`src/rtl/calendar_pkg.sv`:
```
// Calendar field layout, reset date, calendar helper functions and the
// serial weekday calculator state encoding.
package calendar_pkg;

  localparam int CAL_YEAR_W = 14;
  localparam int DAY_W      = 5;
  localparam int MONTH_W    = 4;
  localparam int DAY_LSB    = 0;
  localparam int MONTH_LSB  = DAY_LSB + DAY_W;
  localparam int YEAR_LSB   = MONTH_LSB + MONTH_W;

  // 0001-01-01, a Monday
  localparam logic [CAL_YEAR_W+8:0] RESET_DATE = 23'h000221;

  typedef enum logic [1:0] {IDLE, DIV, SUM, MOD} calc_state_e;

  function automatic logic is_leap(input logic [31:0] y);
    return ((y % 32'd4) == 32'd0) &&
           (((y % 32'd100) != 32'd0) || ((y % 32'd400) == 32'd0));
  endfunction

  function automatic logic [4:0] month_len(input logic [3:0] m, input logic leap);
    case (m)
      4'd2:                      return leap ? 5'd29 : 5'd28;
      4'd4, 4'd6, 4'd9, 4'd11:   return 5'd30;
      default:                   return 5'd31;
    endcase
  endfunction

  // Days in the year before the first of month m.
  function automatic logic [8:0] month_offset(input logic [3:0] m, input logic leap);
    logic [8:0] off;
    case (m)
      4'd2:    off = 9'd31;
      4'd3:    off = 9'd59;
      4'd4:    off = 9'd90;
      4'd5:    off = 9'd120;
      4'd6:    off = 9'd151;
      4'd7:    off = 9'd181;
      4'd8:    off = 9'd212;
      4'd9:    off = 9'd243;
      4'd10:   off = 9'd273;
      4'd11:   off = 9'd304;
      4'd12:   off = 9'd334;
      default: off = 9'd0;
    endcase
    if (leap && (m > 4'd2)) off = off + 9'd1;
    return off;
  endfunction

endpackage

```
`src/rtl/weekday_calc_serial.sv`:
```
// Serial weekday of an absolute date: divide (Y-1) by 100, form the day
// count, then reduce it mod 7 one bit per cycle.
module weekday_calc_serial
  import calendar_pkg::*;
#(
  parameter int YEAR_W  = CAL_YEAR_W,
  parameter int SUM_W   = YEAR_W + 9,
  parameter int LATENCY = YEAR_W + SUM_W + 2
) (
  input  logic              clk,
  input  logic              rst,
  input  logic              start_i,
  input  logic [YEAR_W-1:0] year_i,
  input  logic [3:0]        month_i,
  input  logic [4:0]        day_i,
  output logic              busy_o,
  output logic              done_o,
  output logic [2:0]        wday_o
);

  localparam int CNT_W = $clog2(LATENCY);

  calc_state_e       state_q, state_d;
  logic [CNT_W-1:0]  cnt_q, cnt_d;
  logic [YEAR_W-1:0] ym1_q, dq_q;
  logic [6:0]        rem_q;
  logic [3:0]        month_q;
  logic [4:0]        day_q;
  logic              leap_q;
  logic [SUM_W-1:0]  sum_q;
  logic [2:0]        r_q;

  logic [7:0]        div_t;
  logic              qbit;
  logic [6:0]        rem_n;
  logic [3:0]        mod_t;
  logic [2:0]        mod_n;
  logic [SUM_W-1:0]  sum_n;

  // Restoring divide step by 100; dq_q shifts the dividend out and the quotient in.
  assign div_t = {rem_q, dq_q[YEAR_W-1]};
  assign qbit  = (div_t >= 8'd100);
  assign rem_n = qbit ? 7'(div_t - 8'd100) : div_t[6:0];

  assign mod_t = {r_q, sum_q[SUM_W-1]};
  assign mod_n = (mod_t >= 4'd7) ? 3'(mod_t - 4'd7) : mod_t[2:0];

  // dq_q holds q100 once DIV has finished.
  assign sum_n = SUM_W'(ym1_q) + SUM_W'(ym1_q >> 2) - SUM_W'(dq_q) + SUM_W'(dq_q >> 2)
               + SUM_W'(month_offset(month_q, leap_q)) + SUM_W'(day_q);

  always_comb begin
    state_d = state_q;
    cnt_d   = cnt_q;
    done_o  = 1'b0;
    if (start_i) begin
      state_d = DIV;
      cnt_d   = CNT_W'(YEAR_W - 1);
    end else begin
      case (state_q)
        DIV: begin
          if (cnt_q == '0) state_d = SUM;
          else             cnt_d   = cnt_q - CNT_W'(1);
        end
        SUM: begin
          state_d = MOD;
          cnt_d   = CNT_W'(SUM_W);
        end
        MOD: begin
          if (cnt_q == '0) begin
            done_o  = 1'b1;
            state_d = IDLE;
          end else begin
            cnt_d = cnt_q - CNT_W'(1);
          end
        end
        default: ;
      endcase
    end
  end

  always_ff @(posedge clk) begin
    if (rst) begin
      state_q <= IDLE;
      cnt_q   <= '0;
    end else begin
      state_q <= state_d;
      cnt_q   <= cnt_d;
    end
  end

  always_ff @(posedge clk) begin
    if (start_i) begin
      ym1_q   <= year_i - YEAR_W'(1);
      dq_q    <= year_i - YEAR_W'(1);
      rem_q   <= '0;
      month_q <= month_i;
      day_q   <= day_i;
      leap_q  <= is_leap(32'(year_i));
    end else begin
      case (state_q)
        DIV: begin
          dq_q  <= {dq_q[YEAR_W-2:0], qbit};
          rem_q <= rem_n;
        end
        SUM: begin
          sum_q <= sum_n;
          r_q   <= '0;
        end
        MOD: begin
          if (cnt_q != '0) begin
            r_q   <= mod_n;
            sum_q <= {sum_q[SUM_W-2:0], 1'b0};
          end
        end
        default: ;
      endcase
    end
  end

  assign busy_o = (state_q != IDLE);
  assign wday_o = r_q;

endmodule

```
`src/rtl/date_step_controller.sv`:
```
// Current calendar date and weekday: absolute loads through the serial
// weekday calculator, single-day steps and free-run ticking.
module date_step_controller
  import calendar_pkg::*;
#(
  parameter int YEAR_W  = CAL_YEAR_W,
  parameter int SUM_W   = YEAR_W + 9,
  parameter int LATENCY = YEAR_W + SUM_W + 2
) (
  input  logic                clk,
  input  logic                rst,
  input  logic                load,
  input  logic [YEAR_W+8:0]   load_date,
  input  logic                step_fwd,
  input  logic                step_bwd,
  input  logic                run_en,
  input  logic                tick,
  output logic [YEAR_W+8:0]   date,
  output logic [2:0]          weekday,
  output logic                valid,
  output logic                busy,
  output logic                err
);

  localparam int DATE_W = YEAR_W + 9;
  localparam logic [DATE_W-1:0] RST_DATE = DATE_W'(RESET_DATE);
  localparam logic [YEAR_W-1:0] YEAR_MAX = '1;

  logic [DATE_W-1:0] date_q, date_d, pend_q, pend_d;
  logic [2:0]        wday_q, wday_d;
  logic              err_q, err_d;

  logic [YEAR_W-1:0] cur_y, ld_y;
  logic [3:0]        cur_m, ld_m;
  logic [4:0]        cur_d, ld_d;
  logic              cur_leap, ld_leap;
  logic [4:0]        cur_mlen, prev_mlen;
  logic              at_max, at_min;
  logic              load_ok, start, fwd;
  logic              calc_busy, calc_done;
  logic [2:0]        calc_wday;

  assign {cur_y, cur_m, cur_d} = date_q;
  assign {ld_y, ld_m, ld_d}    = load_date;

  assign cur_leap  = is_leap(32'(cur_y));
  assign ld_leap   = is_leap(32'(ld_y));
  assign cur_mlen  = month_len(cur_m, cur_leap);
  assign prev_mlen = month_len(cur_m - 4'd1, cur_leap);

  assign at_max = (cur_y == YEAR_MAX) && (cur_m == 4'd12) && (cur_d == 5'd31);
  assign at_min = (cur_y == YEAR_W'(1)) && (cur_m == 4'd1) && (cur_d == 5'd1);

  assign load_ok = (ld_y != '0) && (ld_m >= 4'd1) && (ld_m <= 4'd12) &&
                   (ld_d >= 5'd1) && (ld_d <= month_len(ld_m, ld_leap));
  assign start   = load && load_ok;
  assign fwd     = step_fwd || (tick && run_en);

  weekday_calc_serial #(
    .YEAR_W  (YEAR_W),
    .SUM_W   (SUM_W),
    .LATENCY (LATENCY)
  ) u_calc (
    .clk     (clk),
    .rst     (rst),
    .start_i (start),
    .year_i  (ld_y),
    .month_i (ld_m),
    .day_i   (ld_d),
    .busy_o  (calc_busy),
    .done_o  (calc_done),
    .wday_o  (calc_wday)
  );

  always_comb begin
    date_d = date_q;
    wday_d = wday_q;
    pend_d = pend_q;
    err_d  = 1'b0;
    if (load && !load_ok) err_d = 1'b1;
    // A valid load restarts the calculator; an invalid one leaves it running.
    if (start) begin
      pend_d = load_date;
    end else if (calc_done) begin
      date_d = pend_q;
      wday_d = calc_wday;
    end else if (!load && !calc_busy && (fwd != step_bwd)) begin
      if (fwd) begin
        if (at_max) begin
          err_d = 1'b1;
        end else begin
          wday_d = (wday_q == 3'd6) ? 3'd0 : wday_q + 3'd1;
          if (cur_d < cur_mlen)     date_d = {cur_y, cur_m, cur_d + 5'd1};
          else if (cur_m < 4'd12)   date_d = {cur_y, cur_m + 4'd1, 5'd1};
          else                      date_d = {cur_y + YEAR_W'(1), 4'd1, 5'd1};
        end
      end else begin
        if (at_min) begin
          err_d = 1'b1;
        end else begin
          wday_d = (wday_q == 3'd0) ? 3'd6 : wday_q - 3'd1;
          if (cur_d > 5'd1)         date_d = {cur_y, cur_m, cur_d - 5'd1};
          else if (cur_m > 4'd1)    date_d = {cur_y, cur_m - 4'd1, prev_mlen};
          else                      date_d = {cur_y - YEAR_W'(1), 4'd12, 5'd31};
        end
      end
    end
  end

  always_ff @(posedge clk) begin
    if (rst) begin
      date_q <= RST_DATE;
      wday_q <= 3'd1;
      err_q  <= 1'b0;
    end else begin
      date_q <= date_d;
      wday_q <= wday_d;
      err_q  <= err_d;
    end
  end

  always_ff @(posedge clk) begin
    pend_q <= pend_d;
  end

  assign date    = date_q;
  assign weekday = wday_q;
  assign valid   = !calc_busy;
  assign busy    = calc_busy;
  assign err     = err_q;

endmodule

```
`config.mk`:
```
export PLATFORM = sky130hd
export DESIGN_NAME = date_step_controller
export DESIGN_NICKNAME = d
export VERILOG_FILES = /design/src/rtl/calendar_pkg.sv /design/src/rtl/weekday_calc_serial.sv /design/src/rtl/date_step_controller.sv
export SDC_FILE = /design/constraint.sdc
export NUM_CORES = 1
export LEC_CHECK = 0
export ABC_AREA = 1
export CAP_MARGIN = 5
export CORE_MARGIN = 1
export CORE_UTILIZATION = 45
export CTS_CLUSTER_DIAMETER = 100
export DETAILED_ROUTE_END_ITERATION = 8
export PLACE_DENSITY_LB_ADDON = 0.3
export REMOVE_ABC_BUFFERS = 1
export SYNTH_ARGS = -nofsm -noshare
export SYNTH_HDL_FRONTEND = slang
export SYNTH_SLANG_ARGS = --single-unit
```
`constraint.sdc`:
```
create_clock -name clk -period 30.4 [get_ports clk]
set_input_delay 3.04 -clock clk [delete_from_list [all_inputs] [get_ports clk]]
set_output_delay 3.04 -clock clk [all_outputs]
set_load 0.03 [all_outputs]
```
==> results.yml <==
run_status:
  status: "finished clean"
synth:
  avgSynthCellArea_um2: 7.10
  ys_ff_latch: 129
  synth_area_leaders: "edfxtp_1 19%, nand2_1 14%, ha_1 9.2%"
  synth_edf_count: 78
  netlist_area_um2: 12300
  syn_inst: 1726
  yosysWarnings: 0
  synthFlopType: "edfxtp_1"
  postSynth.asyncResetShare_pct: 0
  netlist.area_leader.share_pct: 19.1
  synth_cell_types: 62
  seq_area_frac_synth_pct: 27.4
  synth_top_area_cell: "edfxtp_1"
global_route:
  grt_pass1_vias: 10200
  grt_pass1_wl_um: 49000
  grt_max_degree: 37
  grt_overflow: 0
  grt.total_usage_pct: 21.5
  antenna_found_initial: 0
final_layout:
  final_nets: 1918
  final_cells: 2126
  n_fill_cell: 2613
  final_util_pct: 51.1
  diodes: 0
  regArea_um2: 3360
  multi_input_area_um2: 7790
  synthToLayoutAreaGrowth_pct: 11.7
  design_area_um2: 13700
  drive_gt1_share_pct: 7.51
detailed_routing:
  dr.pass1.iters: 5
  wl_um: 29800
  ant_nets: 0
  via_per_inst: 5.27
  vias: 11200
  post-route-drc-count: 0
  drtIter0Drc: 760
  wl_per_cell_um: 14.0
sta:
  fin_crit_sh_pct: 43.0
  setup-tns-final_ps: 0
  period_minus_slack_ps: 13080
  fin_skew_ps: 13.7
  finalMaxSlewViolations: 0
  slew_headroom_pct: 31.7
  rsz0062_at_grt: "no"
  hold_violations: 0
  finalSetupViolations: 0
  hold_slack_ps: 492
  setup_ws_ps: 17320
  max_freq_mhz: 76.5
  worstMarginPinSlew_ps: 1010
setup_path:
  end_kind: "flip-flop"
  rr_worst_depth: 46
  slowest_stage: "nor2_1"
  r2r_end: "date[15]$_SDFFE_PP0P_"
  worstPathArrival_ps: 13390
  critPathRequiredTime_ps: 30710
  criticalPathCategory: "input port to flip-flop"
  critical_path.max_stage_delay_ps: 680
  rrSetupSlack_ps: 23830
  rr_startpoint: "date[21]$_SDFFE_PP0P_"
  crit_fanout: 27
  crit_path_start_kind: "input port"
  cpMostUsedCell: "nand2_1"
run:
  drv_cap: 0
clock_tree:
  cts_max_path_buffers: 2
  h-tree-depth: 4
  clk_latency_ps: 430
  cts_hold_buf: 0
  cts_tree: "built"
  clk_pin_slew_ps: 60
  numCtsBuffers: 17
  cts_setup_buffers: 0
  cts-resized-gates: 0
  cts_root_buffer: "clkbuf_16"
  cts.sinks: 129
power:
  power.net_switching_uw: 551
  p_leak_nw: 6.61
  pwr-share-clk_pct: 16.9
  finalPower_mw: 1.20
  comb_power_share_pct: 61.9
  ir_drop_uv: 78.7
  powerDensity_nw_per_um2: 87.4
  switching_share_pct: 46.0
  p_int_uw: 646
  sequentialPowerShare_pct: 21.2
min_path:
  hold_depth: 2
  hp-class: "flip-flop to flip-flop"
  min_to: "u_calc.rem_q[6]$_SDFFE_PP0P_"
  hp-start: "u_calc.rem_q[6]$_SDFFE_PP0P_"
place:
  place.gp.congestion: 0.903
  port_buffers: 58
  dp.cells: 2094
  pre_cts_slack_ps: 17040
  placed_cell_area_um2: 13100
  dp_hpwl_um: 23100
die:
  die_w_um: 167
  die_y_um: 167
  row_count: 60
  fp.coreArea_um2: 26800
  io_pins: 59
  start_util_pct: 45.7
  die_area_um2: 27900
==> cells in the final DEF (no fill, tap or decap), types with 58 or more instances in the layout <==
master           count
nor2_1             163
xor2_1              64
a21oi_1             67
nand2_1            447
nand3_1            112
o21ai_0             98
inv_1              229
clkdlybuf4s50_1     58
edfxtp_1            78
ha_1                90
==> worst max path at each step <==
stage / from / end / slack (ps) / cells after the start
finish: load_date[18] / date[10]$_SDFFE_PP0P_ / 17320 / 60
global route: load_date[18] / date[14]$_SDFFE_PP0P_ / 15990 / 59
CTS: load_date[18] / date[10]$_SDFFE_PP0P_ / 17430 / 60
detailed placement: load_date[18] / date[10]$_SDFFE_PP0P_ / 17040 / 60
global placement: load_date[18] / date[10]$_SDFFE_PP0P_ / 17460 / 60
floorplan: load_date[18] / u_calc.sum_q[0]$_SDFFCE_PP0P_ / 18250 / 51
==> cells in the mapped netlist, types with 2 or more instances <==
cell type / number
o21ai_1: 7
nand3_1: 112
or2_2: 4
dfxtp_1: 51
o21ai_0: 98
a31oi_1: 4
o21bai_1: 3
xor2_1: 64
a32oi_1: 2
o211ai_1: 7
ha_1: 90
a21o_1: 3
nand3_4: 8
buf_4: 3
nand2_2: 32
o32ai_1: 2
nor4_1: 3
nand4_2: 2
nor2_2: 10
clkbuf_1: 19
a221oi_1: 5
nand4_1: 49
nand3b_1: 7
o22ai_1: 4
nand2_1: 447
nand3_2: 6
o31ai_1: 7
clkinv_1: 6
buf_2: 7
inv_1: 230
nor3_1: 28
nor2_4: 9
xnor2_1: 16
fa_1: 26
nor2_1: 163
inv_2: 11
edfxtp_1: 78
a211oi_1: 2
nand2_4: 9
a21oi_1: 67
buf_1: 2
buf_6: 3
==> sequential cells by signal (all words and copies together), names as in the netlist, named ones only <==
| name | cells |
|---|---|
| u_calc.rem_q | 7 |
| weekday | 3 |
| u_calc.wday_o | 3 |
| u_calc.sum_q | 23 |
| u_calc.dq_q | 14 |
| u_calc.ym1_q | 14 |
| u_calc.cnt_q | 6 |
| err | 1 |
| date | 23 |
| u_calc.leap_q | 1 |
| pend_q | 23 |
| u_calc.state_q | 2 |
==> kinds of logic after synthesis <==
| group | count (synthesis) | share of synthesized area, % |
|---|---|---|
| XOR/XNOR | 81 | 5.94 |
| flip-flops | 129 | 27.4 |
| adder cells (fa/ha/maj) | 116 | 13.4 |
| buffers and inverters | 282 | 9.09 |
| multiplexers | 1 | 0.0817 |
| AND/OR/NAND/NOR | 894 | 33.7 |
| AO/OA/AOI/OAI | 223 | 10.3 |
==> worst max-delay path, delay by kind of cell <==
kind	cells	cell delay, ps
fa+ha+maj	2	450
compound gates	4	570
buf+inv	9	2320
simple gates	45	6990
==> per-layer routing <==
layer | vias to the layer above | wire length [um] | GRT usage [%]
li1 | 5743 | - | -
met4 | 0 | 484 | 5.15
met3 | 34 | 1220 | 3.16
met1 | 5191 | 14200 | 29.6
met5 | - | 0 | 0
met2 | 245 | 13800 | 35.4
==> power by group through the flow <==
stage | combinational, mW | clock [mW] | sequential (mW)
detailed placement | 0.734 | 0 | 0.257
finish | 0.740 | 0.203 | 0.254
global placement | 0.722 | 0 | 0.257
CTS | 0.744 | 0.205 | 0.254
global route | 0.849 | 0.212 | 0.256
floorplan | 0.587 | 0 | 0.256
==> layout make-up <==
| type | instances | area share, % |
|---|---|---|
| clock buffer | 18 | 3.13 |
| clock inverter | 14 | 1.03 |
| inverter | 248 | 6.90 |
| multi-input combinational | 1315 | 56.9 |
| sequential | 129 | 24.6 |
| tap | 341 | 3.12 |
| timing repair buffer | 61 | 4.40 |
Note: power is estimated with default switching activity, not from simulation.
